## src/rtl/riscv_alu_pkg.sv

```systemverilog
// Shared types and helpers for the RV32 execute-stage ALU.
// Optional RV32I extension ops are enabled by defining RISCV_ALU_RV32I_EXT_EN.
package riscv_alu_pkg;

  localparam int ALU_WIDTH = 32;

  typedef enum logic [3:0] {
    ALU_AND  = 4'b0000,
    ALU_OR   = 4'b0001,
    ALU_ADD  = 4'b0010,
    ALU_XOR  = 4'b0011,
    ALU_SLL  = 4'b0100,
    ALU_SRL  = 4'b0101,
    ALU_SUB  = 4'b0110,
    ALU_SRA  = 4'b0111,
    ALU_SLT  = 4'b1000,
    ALU_SLTU = 4'b1001
  } alu_op_t;

  // Extension codes only count as valid when the extension is built in.
  function automatic logic is_valid_op(alu_op_t op);
    case (op)
      ALU_AND, ALU_OR, ALU_ADD, ALU_SUB: return 1'b1;
`ifdef RISCV_ALU_RV32I_EXT_EN
      ALU_XOR, ALU_SLL, ALU_SRL, ALU_SRA, ALU_SLT, ALU_SLTU: return 1'b1;
`endif
      default: return 1'b0;
    endcase
  endfunction

endpackage

```

## src/rtl/riscv_alu_shifter.sv

```systemverilog
// Combinational barrel shifter for SLL/SRL/SRA; only instantiated when
// RISCV_ALU_RV32I_EXT_EN is defined.
module riscv_alu_shifter
  import riscv_alu_pkg::*;
#(
  parameter int WIDTH = ALU_WIDTH,
  parameter int SHW   = $clog2(WIDTH)
) (
  input  logic [WIDTH-1:0] data_i,
  input  logic [SHW-1:0]   shamt_i,
  input  alu_op_t          op_i,
  output logic [WIDTH-1:0] shifted_o
);

  always_comb begin
    case (op_i)
      ALU_SLL: shifted_o = data_i << shamt_i;
      ALU_SRA: shifted_o = $unsigned($signed(data_i) >>> shamt_i);
      default: shifted_o = data_i >> shamt_i;
    endcase
  end

endmodule

```

## src/rtl/riscv_alu.sv

```systemverilog
// Registered RV32 integer ALU: one-cycle latency, zero and invalid-op flags.
// Define RISCV_ALU_RV32I_EXT_EN to add XOR, shifts, SLT and SLTU.
module riscv_alu
  import riscv_alu_pkg::*;
#(
  parameter int WIDTH = ALU_WIDTH
) (
  input  logic             clk,
  input  logic             rst,
  input  logic [3:0]       alu_op,
  input  logic [WIDTH-1:0] in_a,
  input  logic [WIDTH-1:0] in_b,
  output logic [WIDTH-1:0] result,
  output logic             zero,
  output logic             inv_op
);

  alu_op_t          op;
  logic [WIDTH-1:0] result_d, result_q;
  logic             zero_d, zero_q;
  logic             inv_d, inv_q;

  assign op = alu_op_t'(alu_op);

`ifdef RISCV_ALU_RV32I_EXT_EN
  localparam int SHW = $clog2(WIDTH);
  logic [WIDTH-1:0] shift_res;

  riscv_alu_shifter #(.WIDTH(WIDTH), .SHW(SHW)) u_shifter (
    .data_i   (in_a),
    .shamt_i  (in_b[SHW-1:0]),
    .op_i     (op),
    .shifted_o(shift_res)
  );
`endif

  always_comb begin
    result_d = '0;
    inv_d    = !is_valid_op(op);
    case (op)
      ALU_AND: result_d = in_a & in_b;
      ALU_OR:  result_d = in_a | in_b;
      ALU_ADD: result_d = in_a + in_b;
      ALU_SUB: result_d = in_a - in_b;
`ifdef RISCV_ALU_RV32I_EXT_EN
      ALU_XOR:                   result_d = in_a ^ in_b;
      ALU_SLL, ALU_SRL, ALU_SRA: result_d = shift_res;
      ALU_SLT:  result_d[0] = $signed(in_a) < $signed(in_b);
      ALU_SLTU: result_d[0] = in_a < in_b;
`endif
      default: result_d = '0;
    endcase
    // zero is derived from the exact value being registered so they never disagree
    zero_d = (result_d == '0);
  end

  always_ff @(posedge clk) begin
    if (rst) begin
      result_q <= '0;
      zero_q   <= 1'b1;
      inv_q    <= 1'b0;
    end else begin
      result_q <= result_d;
      zero_q   <= zero_d;
      inv_q    <= inv_d;
    end
  end

  assign result = result_q;
  assign zero   = zero_q;
  assign inv_op = inv_q;

endmodule

```

## config.mk

```make
export PLATFORM = sky130hd
export DESIGN_NAME = riscv_alu
export DESIGN_NICKNAME = d
export VERILOG_FILES = /design/src/rtl/riscv_alu_pkg.sv /design/src/rtl/riscv_alu_shifter.sv /design/src/rtl/riscv_alu.sv
export SDC_FILE = /design/constraint.sdc
export NUM_CORES = 1
export LEC_CHECK = 0
export CAP_MARGIN = 25
export CORE_MARGIN = 2
export CORE_UTILIZATION = 40
export CTS_CLUSTER_DIAMETER = 120
export DETAILED_ROUTE_END_ITERATION = 8
export PLACE_DENSITY = 0.7
export SLEW_MARGIN = 25
export SYNTH_ARGS = -nofsm -noshare
export SYNTH_HDL_FRONTEND = slang
export SYNTH_SLANG_ARGS = --single-unit
```

## constraint.sdc

```tcl
create_clock -name clk -period 5.4 [get_ports clk]
set_clock_uncertainty 0.1 [all_clocks]
set_input_delay 1.08 -clock clk [delete_from_list [all_inputs] [get_ports clk]]
set_output_delay 1.08 -clock clk [all_outputs]
set_load 0.01 [all_outputs]
```

==> out/results.ini <==
[outcome]
outcome = complete, no violations

[drt]
vias = 4702
wl_um = 14400
routed_via_density = 5.76
drc = 0
dr.pass1.iters = 5
ant_nets = 0
wl_per_cell_um = 17.6
detailedRoute.firstIterationViolations = 250

[layout]
regArea_um2 = 681
multi_input_area_um2 = 3320
fillers = 1006
antenna-diode-count = 0
stdcell_count = 817
drive_gt1_share_pct = 10.1
stdcell_area_um2 = 5630
nets = 788
syn2layout_area_growth_pct = 38.1

[sta]
tightestPinTransition_ps = 528
period_minus_slack_ps = 5120
slew_headroom_pct = 64.8
post-route-period-util_pct = 94.8
setup_viol = 0
report.final.slew_viol_count = 0
hold_violations = 0
fmax_ghz = 0.195

[synth]
syn-num-nets = 661
synth_edf_count = 0
yosysTopAreaCell = dfxtp_1
yosys_warnings = 0
ys_seq_area_share_pct = 16.7
netlist_top_cells_area = dfxtp_1 17%, ha_1 10%, maj3_1 6.6%
synth_flop_cell = dfxtp_1
synthesis.instances = 556
synth_area_um2 = 4080
synth.top_cell.area_share_pct = 16.7
synth.most_common_cell = nor2_1
synth-seq-cells = 34
yosysUniqueCellTypes = 61
postSynth.asyncResetShare_pct = 0
syn_avg_cell_area_um2 = 7.34
ys_top_cells_by_count = 67 x nor2_1, 61 x nand2_1, 53 x a21oi_1, 35 x o21ai_0

[hold_path]
hp-class = input port to register

[clock_tree]
clock_sinks = 34
cts-hold-fix-buffers = 0
clk_pin_slew_ps = 70
cts_resized = 0
cts_setup_buffers = 0
cts_tree = built
clk_path_buf_depth = 2
clockRootBuffer = clkbuf_8
htree_levels = 2
cts_buffers = 5

[worst_setup_path]
cp.arrival_ps = 5240
required_ps = 5520
cp_max_fo = 4
worstSetupPathType = input port to register
critPathCaptureType = register
startpoint_type = input port

[placement]
dp.cells = 809
place_area_um2 = 5500
dp_hpwl_um = 11800
gp_congestion = 0.944
io_buffers = 103

[die]
num_io_pins = 104
initial_utilization_pct = 41.5
dieArea_um2 = 11000
core_area_um2 = 9820
core.rowCount = 36
fp.dieW_um = 105
dieHeight_um = 105

[global_routing]
grt_pass1_wl_um = 22800
grt_overflow = 0
antenna_found_initial = 0
grt_max_degree = 44
grt_use_total_pct = 25.7
first_global_vias = 4493

[run]
maxCapViolations = 0

[power]
p_per_area_nw_per_um2 = 178
ir_worst_vdd_mv = 0.145
leakagePower_uw = 0.00221

-- area by class of cell --
type | instances | area share, %
inverter | 13 | 0.866
tap | 133 | 2.95
multi-input combinational | 486 | 58.9
clock buffer | 7 | 1.53
timing repair buffer | 143 | 23.6
sequential | 34 | 12.1
clock inverter | 1 | 0.0889
-- cell families (layout without fill, tap and decap cells) --
logic type	after synthesis	in the layout	share of synthesized area, %
AO/OA/AOI/OAI	169	169	26.8
XOR/XNOR	55	55	11.8
adder cells (fa/ha/maj)	62	62	17.5
buffers and inverters	36	164	3.44
flip-flops	34	34	16.7
multiplexers	1	1	0.245
AND/OR/NAND/NOR	199	199	23.5
-- worst max-delay path: stages --
cell	delay (ps)
clkdlybuf4s50_1	530
nor3b_2	310
nand2_1	180
nand2_1	100
o21ai_0	170
fa_1	480
nand2b_1	200
a211oi_2	420
o21ai_0	260
a21oi_1	220
buf_4	170
a21oi_1	100
o21ai_1	230
xnor2_1	160
o21ai_0	120
nor4_1	310
a41o_1	210
-- per-layer routing --
metal | global-route usage (%) | share of wire (%)
met2 | 42.3 | 46
met4 | 7.14 | 1.3
met1 | 34.5 | 45
met5 | 0 | 0
met3 | 4.18 | 7.3
-- per-stage QoR --
stage / total power (µW) / util (%) / setup slack (ps) / setup TNS (ps) / hold WS (ps)
5_1_grt: 1070 / 57.4 / -36.5 / -36.5 / 1200
4_1_cts: 997 / 56.9 / 184 / 0 / 1550
6_report: 1010 / 57.4 / 280 / 0 / 1160
3_3_place_gp: 804 / 56.0 / 38.1 / 0 / 1720
2_1_floorplan: 596 / - / 220 / 0 / 1250
3_5_place_dp: 812 / 56.0 / -63.4 / -63.4 / 1720
-- where the power goes --
group          internal (µW)  switching, µW
clock                    103           81.5
combinational            251            304
sequential               263           2.97
-- registers in the layout (all words and copies together) (netlist names) --
register,count
inv_op,1
zero,1
result,32
-- layout by cell type (no fill, tap or decap), types with 6 or more instances in the layout --
| master | netlist | layout |
|---|---|---|
| o21ai_0 | 35 | 35 |
| buf_4 | 0 | 40 |
| a21o_1 | 6 | 6 |
| xor2_1 | 27 | 27 |
| nand2_1 | 61 | 61 |
| nor3_1 | 11 | 10 |
| a21oi_1 | 53 | 53 |
| maj3_1 | 27 | 27 |
| nand3_1 | 6 | 6 |
| a211oi_1 | 6 | 6 |
| a22oi_1 | 18 | 18 |
| nor2b_1 | 8 | 8 |
| xnor2_1 | 28 | 28 |
| clkbuf_8 | 0 | 6 |
| a31oi_1 | 8 | 8 |
| clkdlybuf4s50_1 | 0 | 102 |
| dfxtp_1 | 34 | 34 |
| inv_1 | 13 | 13 |
| ha_1 | 34 | 34 |
| nor2_1 | 67 | 67 |
-- final timing paths --
| kind | start | end | slack [ps] | cells after the start |
|---|---|---|---|---|
| worst min-delay path | rst | result[0] | 1160 | 2 |
| worst max-delay path | alu_op[1] | zero | 280 | 17 |
Power figures use the tool's default switching activity.
